<file path="src/rtl/int_issue_queue_if.sv">
// Dispatch/issue bundle between the decode stage, the integer issue queue and the integer ALU.
// The queue takes the slave side; the decoder/ALU side (or a bench) takes the master side.
interface int_issue_queue_if #(
    parameter int unsigned PTR_W = 2
);
    logic             Dispatch_en_Int;
    logic [3:0]       Dispatch_Opcode;
    logic [4:0]       Dispatch_Shfamt;
    logic [31:0]      Dispatch_Imm_LS;
    logic             Queue_Full;
    logic [PTR_W:0]   Queue_Count;
    logic             Overflow_Err;
    logic             Issue_Valid;
    logic [3:0]       Issue_Opcode;
    logic [4:0]       Issue_Shfamt;
    logic [31:0]      Issue_Imm;
    logic             Issue_Ready;

    modport master (
        output Dispatch_en_Int, Dispatch_Opcode, Dispatch_Shfamt, Dispatch_Imm_LS, Issue_Ready,
        input  Queue_Full, Queue_Count, Overflow_Err, Issue_Valid, Issue_Opcode, Issue_Shfamt,
               Issue_Imm
    );

    modport slave (
        input  Dispatch_en_Int, Dispatch_Opcode, Dispatch_Shfamt, Dispatch_Imm_LS, Issue_Ready,
        output Queue_Full, Queue_Count, Overflow_Err, Issue_Valid, Issue_Opcode, Issue_Shfamt,
               Issue_Imm
    );
endinterface

</file>
<file path="src/rtl/int_issue_queue.sv">
// In-order issue FIFO between the decoder and the integer ALU: captures dispatched instructions,
// presents the head entry over valid/ready and reports full/occupancy back to dispatch.
module int_issue_queue #(
    parameter int unsigned DEPTH = 4,
    parameter int unsigned PTR_W = 2
) (
    input logic               Clk,
    input logic               Rst,
    input logic               Flush,
    int_issue_queue_if.slave  q
);
    localparam logic [PTR_W:0] FullCount = (PTR_W + 1)'(DEPTH);

    logic [3:0]       opcode_mem [DEPTH];
    logic [4:0]       shfamt_mem [DEPTH];
    logic [31:0]      imm_mem    [DEPTH];

    logic [PTR_W-1:0] wr_ptr_q, wr_ptr_d;
    logic [PTR_W-1:0] rd_ptr_q, rd_ptr_d;
    logic [PTR_W:0]   count_q, count_d;
    logic             overflow_q, overflow_d;

    logic full;
    logic empty;
    logic do_write;
    logic do_pop;

    // Full is judged on the pre-edge count, so a same-cycle pop never frees a slot for a write.
    assign full     = (count_q == FullCount);
    assign empty    = (count_q == '0);
    assign do_write = q.Dispatch_en_Int && !full;
    assign do_pop   = !empty && q.Issue_Ready;

    always_comb begin
        wr_ptr_d   = wr_ptr_q;
        rd_ptr_d   = rd_ptr_q;
        count_d    = count_q;
        overflow_d = overflow_q | (q.Dispatch_en_Int && full);
        if (Flush) begin
            wr_ptr_d = '0;
            rd_ptr_d = '0;
            count_d  = '0;
        end else begin
            if (do_write) begin
                wr_ptr_d = wr_ptr_q + 1'b1;
            end
            if (do_pop) begin
                rd_ptr_d = rd_ptr_q + 1'b1;
            end
            unique case ({do_write, do_pop})
                2'b10:   count_d = count_q + 1'b1;
                2'b01:   count_d = count_q - 1'b1;
                default: count_d = count_q;
            endcase
        end
    end

    always_ff @(posedge Clk) begin
        if (Rst) begin
            wr_ptr_q   <= '0;
            rd_ptr_q   <= '0;
            count_q    <= '0;
            overflow_q <= 1'b0;
        end else begin
            wr_ptr_q   <= wr_ptr_d;
            rd_ptr_q   <= rd_ptr_d;
            count_q    <= count_d;
            overflow_q <= overflow_d;
        end
    end

    // Entry payload carries no reset; validity is tracked solely by count.
    always_ff @(posedge Clk) begin
        if (!Rst && !Flush && do_write) begin
            opcode_mem[wr_ptr_q] <= q.Dispatch_Opcode;
            shfamt_mem[wr_ptr_q] <= q.Dispatch_Shfamt;
            imm_mem[wr_ptr_q]    <= q.Dispatch_Imm_LS;
        end
    end

    always_comb begin
        q.Queue_Full   = full;
        q.Queue_Count  = count_q;
        q.Overflow_Err = overflow_q;
        q.Issue_Valid  = !empty;
        q.Issue_Opcode = '0;
        q.Issue_Shfamt = '0;
        q.Issue_Imm    = '0;
        if (!empty) begin
            q.Issue_Opcode = opcode_mem[rd_ptr_q];
            q.Issue_Shfamt = shfamt_mem[rd_ptr_q];
            q.Issue_Imm    = imm_mem[rd_ptr_q];
        end
    end

    count_bound_a: assert property (@(posedge Clk) disable iff (Rst) count_q <= FullCount);
    ptr_count_a: assert property (@(posedge Clk) disable iff (Rst)
        PTR_W'(wr_ptr_q - rd_ptr_q) == count_q[PTR_W-1:0]);
endmodule

</file>
<file path="src/flat_wrapper.sv">
// flat-port wrapper written by rule: the top's interface ports become plain ports
module int_issue_queue_flat 
#(
    parameter int unsigned DEPTH = 4,
    parameter int unsigned PTR_W = 2
)
  (Clk, Rst, Flush, q_Dispatch_en_Int, q_Dispatch_Opcode, q_Dispatch_Shfamt, q_Dispatch_Imm_LS, q_Issue_Ready, q_Queue_Full, q_Queue_Count, q_Overflow_Err, q_Issue_Valid, q_Issue_Opcode, q_Issue_Shfamt, q_Issue_Imm);
  int_issue_queue_if #(.PTR_W(PTR_W)) q_i ();
  input logic Clk;
  input logic Rst;
  input logic Flush;
  input wire logic [$bits(q_i.Dispatch_en_Int)-1:0] q_Dispatch_en_Int;
  input wire logic [$bits(q_i.Dispatch_Opcode)-1:0] q_Dispatch_Opcode;
  input wire logic [$bits(q_i.Dispatch_Shfamt)-1:0] q_Dispatch_Shfamt;
  input wire logic [$bits(q_i.Dispatch_Imm_LS)-1:0] q_Dispatch_Imm_LS;
  input wire logic [$bits(q_i.Issue_Ready)-1:0] q_Issue_Ready;
  output wire logic [$bits(q_i.Queue_Full)-1:0] q_Queue_Full;
  output wire logic [$bits(q_i.Queue_Count)-1:0] q_Queue_Count;
  output wire logic [$bits(q_i.Overflow_Err)-1:0] q_Overflow_Err;
  output wire logic [$bits(q_i.Issue_Valid)-1:0] q_Issue_Valid;
  output wire logic [$bits(q_i.Issue_Opcode)-1:0] q_Issue_Opcode;
  output wire logic [$bits(q_i.Issue_Shfamt)-1:0] q_Issue_Shfamt;
  output wire logic [$bits(q_i.Issue_Imm)-1:0] q_Issue_Imm;
  assign q_i.Dispatch_en_Int = q_Dispatch_en_Int;
  assign q_i.Dispatch_Opcode = q_Dispatch_Opcode;
  assign q_i.Dispatch_Shfamt = q_Dispatch_Shfamt;
  assign q_i.Dispatch_Imm_LS = q_Dispatch_Imm_LS;
  assign q_i.Issue_Ready = q_Issue_Ready;
  assign q_Queue_Full = q_i.Queue_Full;
  assign q_Queue_Count = q_i.Queue_Count;
  assign q_Overflow_Err = q_i.Overflow_Err;
  assign q_Issue_Valid = q_i.Issue_Valid;
  assign q_Issue_Opcode = q_i.Issue_Opcode;
  assign q_Issue_Shfamt = q_i.Issue_Shfamt;
  assign q_Issue_Imm = q_i.Issue_Imm;
  int_issue_queue #(.DEPTH(DEPTH), .PTR_W(PTR_W)) u_core (.Clk(Clk), .Rst(Rst), .Flush(Flush), .q(q_i));
endmodule
</file>
<file path="config.mk">
export PLATFORM = sky130hd
export DESIGN_NAME = int_issue_queue_flat
export DESIGN_NICKNAME = d
export VERILOG_FILES = /design/src/rtl/int_issue_queue_if.sv /design/src/rtl/int_issue_queue.sv /design/src/flat_wrapper.sv
export SDC_FILE = /design/constraint.sdc
export NUM_CORES = 1
export LEC_CHECK = 0
export CAP_MARGIN = 10
export CORE_AREA = 5 5 145 147
export CTS_CLUSTER_DIAMETER = 50
export DETAILED_ROUTE_END_ITERATION = 7
export DIE_AREA = 0 0 150 152
export PLACE_DENSITY = 0.59
export RECOVER_POWER = 25
export SETUP_SLACK_MARGIN = 0.4
export SLEW_MARGIN = 30
export SYNTH_ARGS = -nofsm -noshare
export SYNTH_HDL_FRONTEND = slang
export SYNTH_SLANG_ARGS = --single-unit
</file>
<file path="constraint.sdc">
create_clock -name Clk -period 3.8 [get_ports Clk]
set_input_delay 0.57 -clock Clk [delete_from_list [all_inputs] [get_ports Clk]]
set_output_delay 0.57 -clock Clk [all_outputs]
set_load 0.1 [all_outputs]
</file>
==> flow_summary.yaml, run 1 <==
run_status:
  outcome: "completed"
place:
  port_buffers: 92
  dp.cells: 673
  gp_congestion: 0.6534
  placed_area_sq_um: 7908
  post-place-ws_ns: 0.9445
  hpwl_um: 7932
sta:
  hold_slack_ns: 0.4827
  skew_ns: 0.007445
  period_minus_slack_ns: 3.126
  relSlewSlack: 0.3434
  slew_violations: 0
  fin_tns_setup_ns: 0
  max_freq_mhz: 319.9
  setup_viol: 0
  finalHoldViolations: 0
  rsz0062_at_grt: "false"
  min_period_over_period: 0.8227
  worst_pin_slew_ns: 0.9818
  fin_ws_ns: 0.6736
pwr:
  p_seq_frac: 0.502
  powerDensity_nw_per_um2: 499.4
  p_clk_frac: 0.396
  peakVddDrop_uv: 289.8
  pwr-share-comb: 0.102
  p_int_mw: 3.205
  p_switching_mw: 1.029
  leakage_nw: 2.743
  swShare: 0.2430
synthesis:
  ys_seq_area_frac: 0.7623
  synth_top_family_by_area: "multiplexers"
  synthMuxAreaShare: 0.1374
  synth-simple-area-share: 0.05714
  synth_nets: 371
  synth_xor_area_frac: 0.002606
  synth-adder-area-share: 0.01228
  ys_warn_count: 0
  avgSynthCellArea_sq_um: 21.07
  synth.cell_area_sq_um: 6723
  synth_cell_type_count: 27
  netlist_instances: 319
  synth_compound_area_frac: 0.009678
  synth-seq-cells: 174
clock_tree:
  ctsHoldBuffers: 0
  tritoncts: "built"
  cts.clk_slew.worst_paths_ns: 0.06
  clock_latency_ns: 0.42
  post-cts-setup-buffer-count: 0
  cts.repair.resized: 0
  clock_path_buffers: 2
  cts_htree_levels: 4
  cts_made_buffers: 17
  root_buffer: "clkbuf_16"
  clock-sinks: 174
worst_setup_path:
  critical-path-max-stage-delay_ns: 1.00
  slowest_stage: "clkdlybuf4s50_1"
  worstSetupEndpointType: "output pin"
  critPathLaunchType: "register"
  criticalPathCategory: "register to output pin"
  crit_fanout: 13
  path_cells: "nor3_4 -> inv_1 -> clkdlybuf4s50_1"
  worstPathArrival_ns: 2.56
  cp_data_required_time_ns: 3.23
  rr_worst_depth: 9
  crit_family: "buffers and inverters"
  crit_cells: 3
  crit_buf_inv: 2
routing:
  first_pass_iters: 4
  via_per_inst: 4.594
  wirelength_um: 12980
  drt-initial-drc-count: 146
  drc: 0
  wl_per_cell_um: 18.43
  num_vias: 3234
  detail-route-antenna-nets: 0
die:
  rows: 52
  io_pins: 93
  core_region_area_sq_um: 19780
  die_w_um: 150
  die_h_um: 152
  die-area_sq_um: 22800
  initial_core_util: 0.3399
global_routing:
  grtUsageTotal: 0.1185
  antenna_found_initial: 0
  grt_pass1_vias: 3537
  grt_first_pass_wirelength_um: 20250
  grt_start_max_net_pins: 38
  grt_overflow: 0
layout:
  seqCellArea_sq_um: 5130
  fin_area_sq_um: 8477
  antenna_cells: 0
  fin_cells: 704
  multi_input_area_sq_um: 1484
  drive_above_1_share: 0.2926
  fillers: 1793
  layout.nets: 474
  area_growth_pct: 26.09
min_path:
  hold_depth: 2
  min_path_type: "register to register"
job:
  cap_violations: 0
-- layout make-up --
class                      instances  area share
clock buffer                      18     0.05063
clock inverter                    13     0.01653
inverter                           8    0.003542
multi-input combinational        122      0.1751
sequential                       174      0.6052
tap                              270     0.03985
timing repair buffer              99      0.1092
-- cells in the final DEF (no fill, tap or decap), types with 8 or more instances in the layout --
cell	n
edfxtp_1	164
dfxtp_1	8
inv_1	8
mux4_2	41
nor2b_1	42
clkdlybuf4s50_1	27
dlygate4sd3_1	26
buf_4	42
clkbuf_16	17
-- metal layers --
metal | vias up | wire, um | track usage | part of all wire
li1 | 1482 | - | - | -
met1 | 1673 | 5535 | 0.1456 | 0.43
met2 | 67 | 6731 | 0.2021 | 0.52
met3 | 12 | 582 | 0.03753 | 0.045
met4 | 0 | 129 | 0.03137 | 0.0099
met5 | - | 0 | 0 | 0
-- cells in the mapped netlist --
library cell	number	area (sq um)
o21ai_0	4	20.02
and2_4	1	8.760
o31ai_2	1	12.51
or3b_4	1	11.26
mux4_2	41	923.4
dfxtp_1	10	200.2
nor2b_1	42	262.8
nor2_1	5	18.77
nand2_1	2	7.510
buf_2	7	35.03
nand3_1	1	5.000
clkbuf_1	3	11.26
or2_0	1	6.260
or3_1	2	12.51
ha_1	5	62.56
edfxtp_1	164	4925
buf_1	1	3.750
nand4_1	1	6.260
and3_1	4	25.02
a21oi_1	5	25.02
buf_6	4	45.04
fa_1	1	20.02
nor3_2	1	10.01
a21o_1	1	7.510
xor2_1	2	17.52
inv_1	8	30.03
or4b_1	1	10.01
-- worst paths after layout --
check	to	slack (ns)	start
worst max register to register	u_core.q.Queue_Count[2]$_SDFFE_PP0P_	1.04	u_core.q.Queue_Count[0]$_SDFFE_PP0P_
worst max-delay path	q_Issue_Valid	0.67	u_core.q.Queue_Count[0]$_SDFFE_PP0P_
worst min-delay path	u_core.q.Overflow_Err$_SDFF_PP0_	0.48	u_core.q.Overflow_Err$_SDFF_PP0_
worst min register to register	u_core.q.Overflow_Err$_SDFF_PP0_	0.48	u_core.q.Overflow_Err$_SDFF_PP0_
-- cells by family after synthesis --
logic type	Yosys count
adders and majority gates	6
buffers and inverters	23
and+or+nand+nor	62
muxes	41
AOI/OAI and AO/OA	11
DFF	174
xor gates and xnor gates	2
-- state kept, by name (all words and copies together), names as in the netlist, named ones only --
signal,count
u_core.opcode_mem,16
u_core.q.Overflow_Err,1
u_core.rd_ptr_q,2
u_core.shfamt_mem,20
u_core.q.Queue_Count,3
u_core.wr_ptr_q,2
u_core.imm_mem,128
-- tightest hold or removal path, delay by kind of cell, from the launching register on --
family           cells  cell delay, ns
AO/OA/AOI/OAI        1            0.04
AND/OR/NAND/NOR      1            0.07
flip-flops           1            0.33
-- metrics by stage --
stage | utilization | power, mW
global placement | 0.3998 | 2.605
floorplan | - | 2.467
CTS | 0.4286 | 4.290
detailed placement | 0.3998 | 2.612
finish | 0.4286 | 4.234
global route | 0.4286 | 4.392
-- power groups by stage --
stage                     clock (mW)  combinational, mW  sequential, mW
final                           1.68              0.434            2.12
after global routing            1.81              0.455            2.12
after CTS                       1.72              0.447            2.12
after global placement             0              0.441            2.16
after detailed placement           0              0.446            2.17
after floorplan                    0              0.292            2.17
(Power assumes the default switching activity.)
==> inputs of run 2 (changes only) <==
PLACE_DENSITY = 0.61   (was 0.59)
clock period = 2.69 ns   (was 3.8 ns; I/O delays follow)
==> run 2 against run 1 <==
  * Sequential share of layout area fell by 6.9 points
  * Critical path depth up 2
  * First-iteration DRC count rose by 0.68%
  * Combinational power grew 94%
==> flow_summary.yaml, run 2 (synthesized netlist as in run 1, its figures left out) <==
routing:
  wirelength_um: 13530
  m1WireLength_um: 5417
  wl_per_cell_um: 18.73
  via_per_inst: 4.615
  drc: 0
  drt-initial-drc-count: 147
  first_pass_iters: 4
  met2_length_um: 7215
  num_vias: 3332
  detail-route-antenna-nets: 0
  route.met3.wl_um: 681
  dr.max_layer_used: "met4"
sta:
  max_freq_mhz: 426.8
  rsz0062_at_grt: "true"
  slew_violations: 0
  skew_ns: 0.008055
  hold_slack_ns: 0.4970
  min_period_over_period: 0.8710
  finalHoldViolations: 0
  period_minus_slack_ns: 2.343
  fin_tns_setup_ns: 0
  worst_pin_slew_ns: 0.4272
  relSlewSlack: 0.7152
  setup_viol: 0
worst_setup_path:
  slowest_stage: "mux4_2"
  critical-path-max-stage-delay_ns: 0.51
  crit_fanout: 7
  worstSetupEndpointType: "output pin"
  critPathLaunchType: "register"
  path_cells: "buf_12 -> buf_8 -> mux4_2 -> nor2b_4 -> buf_12"
  cp_data_required_time_ns: 2.29
  regToRegSetupSlack_ns: 0.51
  rr_worst_depth: 9
  cp_common_cell: "buf_12"
  criticalPathCategory: "register to output pin"
  worstPathArrival_ns: 1.94
global_routing:
  antenna_found_initial: 1
  grt_overflow: 0
  grt_start_max_net_pins: 24
  grt_first_pass_wirelength_um: 20380
  grtUsageTotal: 0.1214
  grt_pass1_vias: 3545
die:
  io_pins: 93
  die_h_um: 152
  die-area_sq_um: 22800
  core_region_area_sq_um: 19780
  initial_core_util: 0.3399
  rows: 52
  die_w_um: 150
layout:
  final_common_cell: "edfxtp_1"
  fillers: 1675
  layout.nets: 490
  reg_top3: "u_core.imm_mem: 128 flops, u_core.shfamt_mem: 20 flops, u_core.opcode_mem: 16 flops"
  fin_util: 0.4844
  largest_reg_flops: 128
  mostFrequentLayoutCells: "164 x edfxtp_1, 45 x buf_12, 41 x mux4_2, 41 x nor2b_4, 27 x dlygate4sd3_1"
  area_growth_pct: 42.51
  drive_above_1_share: 0.4412
  regMostFlops: "u_core.imm_mem"
clock_tree:
  cts_htree_levels: 4
  ctsHoldBuffers: 0
  cts.clk_slew.worst_paths_ns: 0.06
  clock_path_buffers: 2
  cts_made_buffers: 17
  tritoncts: "built"
  root_buffer: "clkbuf_16"
  clock-sinks: 174
  clock_latency_ns: 0.42
pwr:
  peakVddDrop_uv: 426.4
  powerDensity_nw_per_um2: 657.6
  leakage_nw: 3.196
place:
  hpwl_um: 8009
  gp_congestion: 0.7088
  port_buffers: 92
min_path:
  hold_depth: 2
  min_path_type: "register to register"
job:
  cap_violations: 0
run_status:
  outcome: "completed"
[run 2: final cells by class]
class	instances	area, sq um	share of cell area
Tap cell	270	337.8	0.03526
Multi-Input combinational cell	122	1810	0.1890
Inverter	8	33.78	0.003526
Clock inverter	14	163.9	0.01711
Timing Repair Buffer	115	1662	0.1734
Clock buffer	18	429.2	0.04480
Sequential cell	174	5141	0.5366
Antenna cell	1	2.502	0.0002612
[run 2: worst paths after layout]
check,from,endpoint
worst max register to register,u_core.q.Queue_Count[0]$_SDFFE_PP0P_,u_core.q.Queue_Count[2]$_SDFFE_PP0P_
worst max-delay path,register,q_Issue_Shfamt[3]
worst min-delay path,u_core.q.Overflow_Err$_SDFF_PP0_,u_core.q.Overflow_Err$_SDFF_PP0_
worst min register to register,u_core.q.Overflow_Err$_SDFF_PP0_,u_core.q.Overflow_Err$_SDFF_PP0_
[run 2: metrics by stage]
| stage | instance area (sq um) | worst slack, ns | power [mW] | std cells |
|---|---|---|---|---|
| after floorplan | 7059 | 0.3982 | 3.560 | 319 |
| after global placement | 8758 | 0.3395 | 3.871 | 679 |
| after detailed placement | 8758 | 0.2497 | 3.878 | 679 |
| after CTS | 9524 | 0.2984 | 6.352 | 719 |
| after global routing | 9580 | 0.2734 | 6.513 | 722 |
| final | 9580 | 0.3470 | 6.300 | 722 |
[run 2: metal layers]
layer  global-route usage  vias up
met1               0.1477     1711
li1                     -     1511
met3              0.03664       17
met5                    0        -
met4              0.04575        0
met2               0.2034       93
[run 2: timing repair]
item,CTS,global route
gates resized for setup,8,4
gates cloned,3,2
setup endpoints to repair,42,43
pin swaps,0,0
buffers inserted,5,0
[run 2: power breakdown]
part	internal (mW)	switching (mW)
Sequential	2.99	0.0104
Combinational	0.334	0.509
Clock	1.46	0.999
[run 2: worst max-delay path: cells and delay by family (launching register included)]
family | cells | cell delay, ns
DFF | 1 | 0.37
buffers and inverters | 3 | 0.48
muxes | 1 | 0.51
and+or+nand+nor | 1 | 0.15
==> inputs of run 3 (changes only) <==
==> constraint.sdc (replaced) <==
create_clock -name Clk -period 2.69 [get_ports Clk]
set_input_delay 0.538 -clock Clk [delete_from_list [all_inputs] [get_ports Clk]]
set_output_delay 0.538 -clock Clk [all_outputs]
set_load 0.1 [all_outputs]
==> run 3 against run 2 <==
  * Sequential power about the same
  * Global-route usage grew 0.53 points
  * Design area is essentially flat
  * Critical path depth unchanged
  * Clock-buffer cell count rose by 1
  * Die area unchanged
  * Register-to-register slack barely moved
  * Critical endpoint is now q_Issue_Opcode[3]
==> flow_summary.yaml, run 3 (synthesized netlist as in run 1, its figures left out) <==
run_status:
  outcome: "completed"
sta:
  skew_ns: 0.004408
  relSlewSlack: 0.6932
  min_period_over_period: 0.9134
  period_minus_slack_ns: 2.457
  hold_slack_ns: 0.4806
  slew_violations: 0
  worst_pin_slew_ns: 0.4601
  rsz0062_at_grt: "true"
  finalHoldViolations: 0
  max_freq_mhz: 407.0
  fin_tns_setup_ns: 0
  setup_viol: 0
  fin_ws_ns: 0.2330
layout:
  fin_util: 0.4845
  layout.nets: 491
  regMostFlops: "u_core.imm_mem"
  drive_above_1_share: 0.4314
  antenna_cells: 0
  mostFrequentLayoutCells: "164 x edfxtp_1, 54 x buf_12, 41 x mux4_2"
  reg_top3: "u_core.imm_mem: 128 flops, u_core.shfamt_mem: 20 flops, u_core.opcode_mem: 16 flops"
  area_growth_pct: 42.55
  fin_cells: 722
  final_common_cell: "edfxtp_1"
  largest_reg_flops: 128
clock_tree:
  cts_htree_levels: 4
  clock_path_buffers: 2
  ctsHoldBuffers: 0
  clock-sinks: 174
  cts_made_buffers: 17
  cts.clk_slew.worst_paths_ns: 0.06
  tritoncts: "built"
  clock_latency_ns: 0.41
  root_buffer: "clkbuf_16"
routing:
  drc: 0
  wl_per_cell_um: 19.06
  via_per_inst: 4.625
  num_vias: 3339
  detail-route-antenna-nets: 0
  drt-initial-drc-count: 128
  wirelength_um: 13760
  first_pass_iters: 4
place:
  gp_congestion: 0.6864
  post-place-ws_ns: 0.09246
  dp.cells: 676
  hpwl_um: 7694
  port_buffers: 92
worst_setup_path:
  r2r_start: "u_core.q.Queue_Count[1]$_SDFFE_PP0P_"
  crit_fanout: 7
  worstSetupEndpointType: "output pin"
  worstPathArrival_ns: 1.92
  criticalPathCategory: "register to output pin"
  cp_data_required_time_ns: 2.15
  critPathLaunchType: "register"
die:
  core_region_area_sq_um: 19780
  die-area_sq_um: 22800
  io_pins: 93
  initial_core_util: 0.3399
  die_h_um: 152
  die_w_um: 150
  rows: 52
min_path:
  hold_start: "u_core.q.Overflow_Err$_SDFF_PP0_"
  min_path_type: "register to register"
global_routing:
  grt_pass1_vias: 3675
  grt_start_max_net_pins: 42
  antenna_found_initial: 0
  grt_first_pass_wirelength_um: 21430
  grt_overflow: 0
  grtUsageTotal: 0.1267
pwr:
  leakage_nw: 3.171
  peakVddDrop_uv: 405.3
  powerDensity_nw_per_um2: 624.3
job:
  cap_violations: 0
-- run 3: cell count changes in the layout (fill, tap and decap cells not counted), moves of 3 or more --
cell and change:
buf_16 +3, buf_12 +9, buf_4 -4, bufinv_16 -3
clkinv_1 +3
-- run 3: through the flow --
step	power [mW]	instance area, sq um
finish	5.983	9583
global route	6.200	9583
CTS	6.076	9575
detailed placement	3.894	8826
global placement	3.885	8826
floorplan	3.559	7062
-- run 3: path summary, 6_finish.rpt --
check,endpoint,slack (ns),depth (start not counted)
setup / recovery,q_Issue_Opcode[3],0.23,5
hold reg to reg,u_core.q.Overflow_Err$_SDFF_PP0_,0.48,2
hold / removal,u_core.q.Overflow_Err$_SDFF_PP0_,0.48,2
setup reg to reg,u_core.q.Queue_Count[2]$_SDFFE_PP0P_,0.50,9
-- run 3: layout make-up --
type | count | area, sq um
repair buffers | 116 | 1759
flip-flops and latches | 174 | 5144
fillers | 1673 | 10200
clock buffers | 19 | 432.9
well taps | 270 | 337.8
inverters | 8 | 33.78
multi-input cells | 122 | 1802
clock inverters | 13 | 73.82
-- run 3: power breakdown --
group | switching (mW) | internal (mW) | total (mW)
sequential | 0.0104 | 2.99 | 3.00
combinational | 0.514 | 0.349 | 0.863
clock | 0.957 | 1.16 | 2.12
-- run 3: timing repair --
item | CTS | global route
endpoints found under the hold margin | 0 | 0
pin swaps | 0 | 1
gates resized for setup | 10 | 0
buffers inserted | 9 | 1
gates cloned | 4 | 0
endpoints found under the setup margin | 42 | 42
-- run 3: critical path, cell delays in order, from the launching register on --
cell and delay (ns):
dfxtp_4 0.38, buf_4 0.13, buf_16 0.14, mux4_2 0.49
nor2b_2 0.18, buf_12 0.18
-- run 3: routing by layer --
layer  track usage  wire [um]  vias to the layer above
li1              -          -                     1516
met4       0.03791        148                        0
met2        0.2249       7390                       76
met3       0.03068        462                       12
met1        0.1520       5760                     1735
met5             0          0                        -
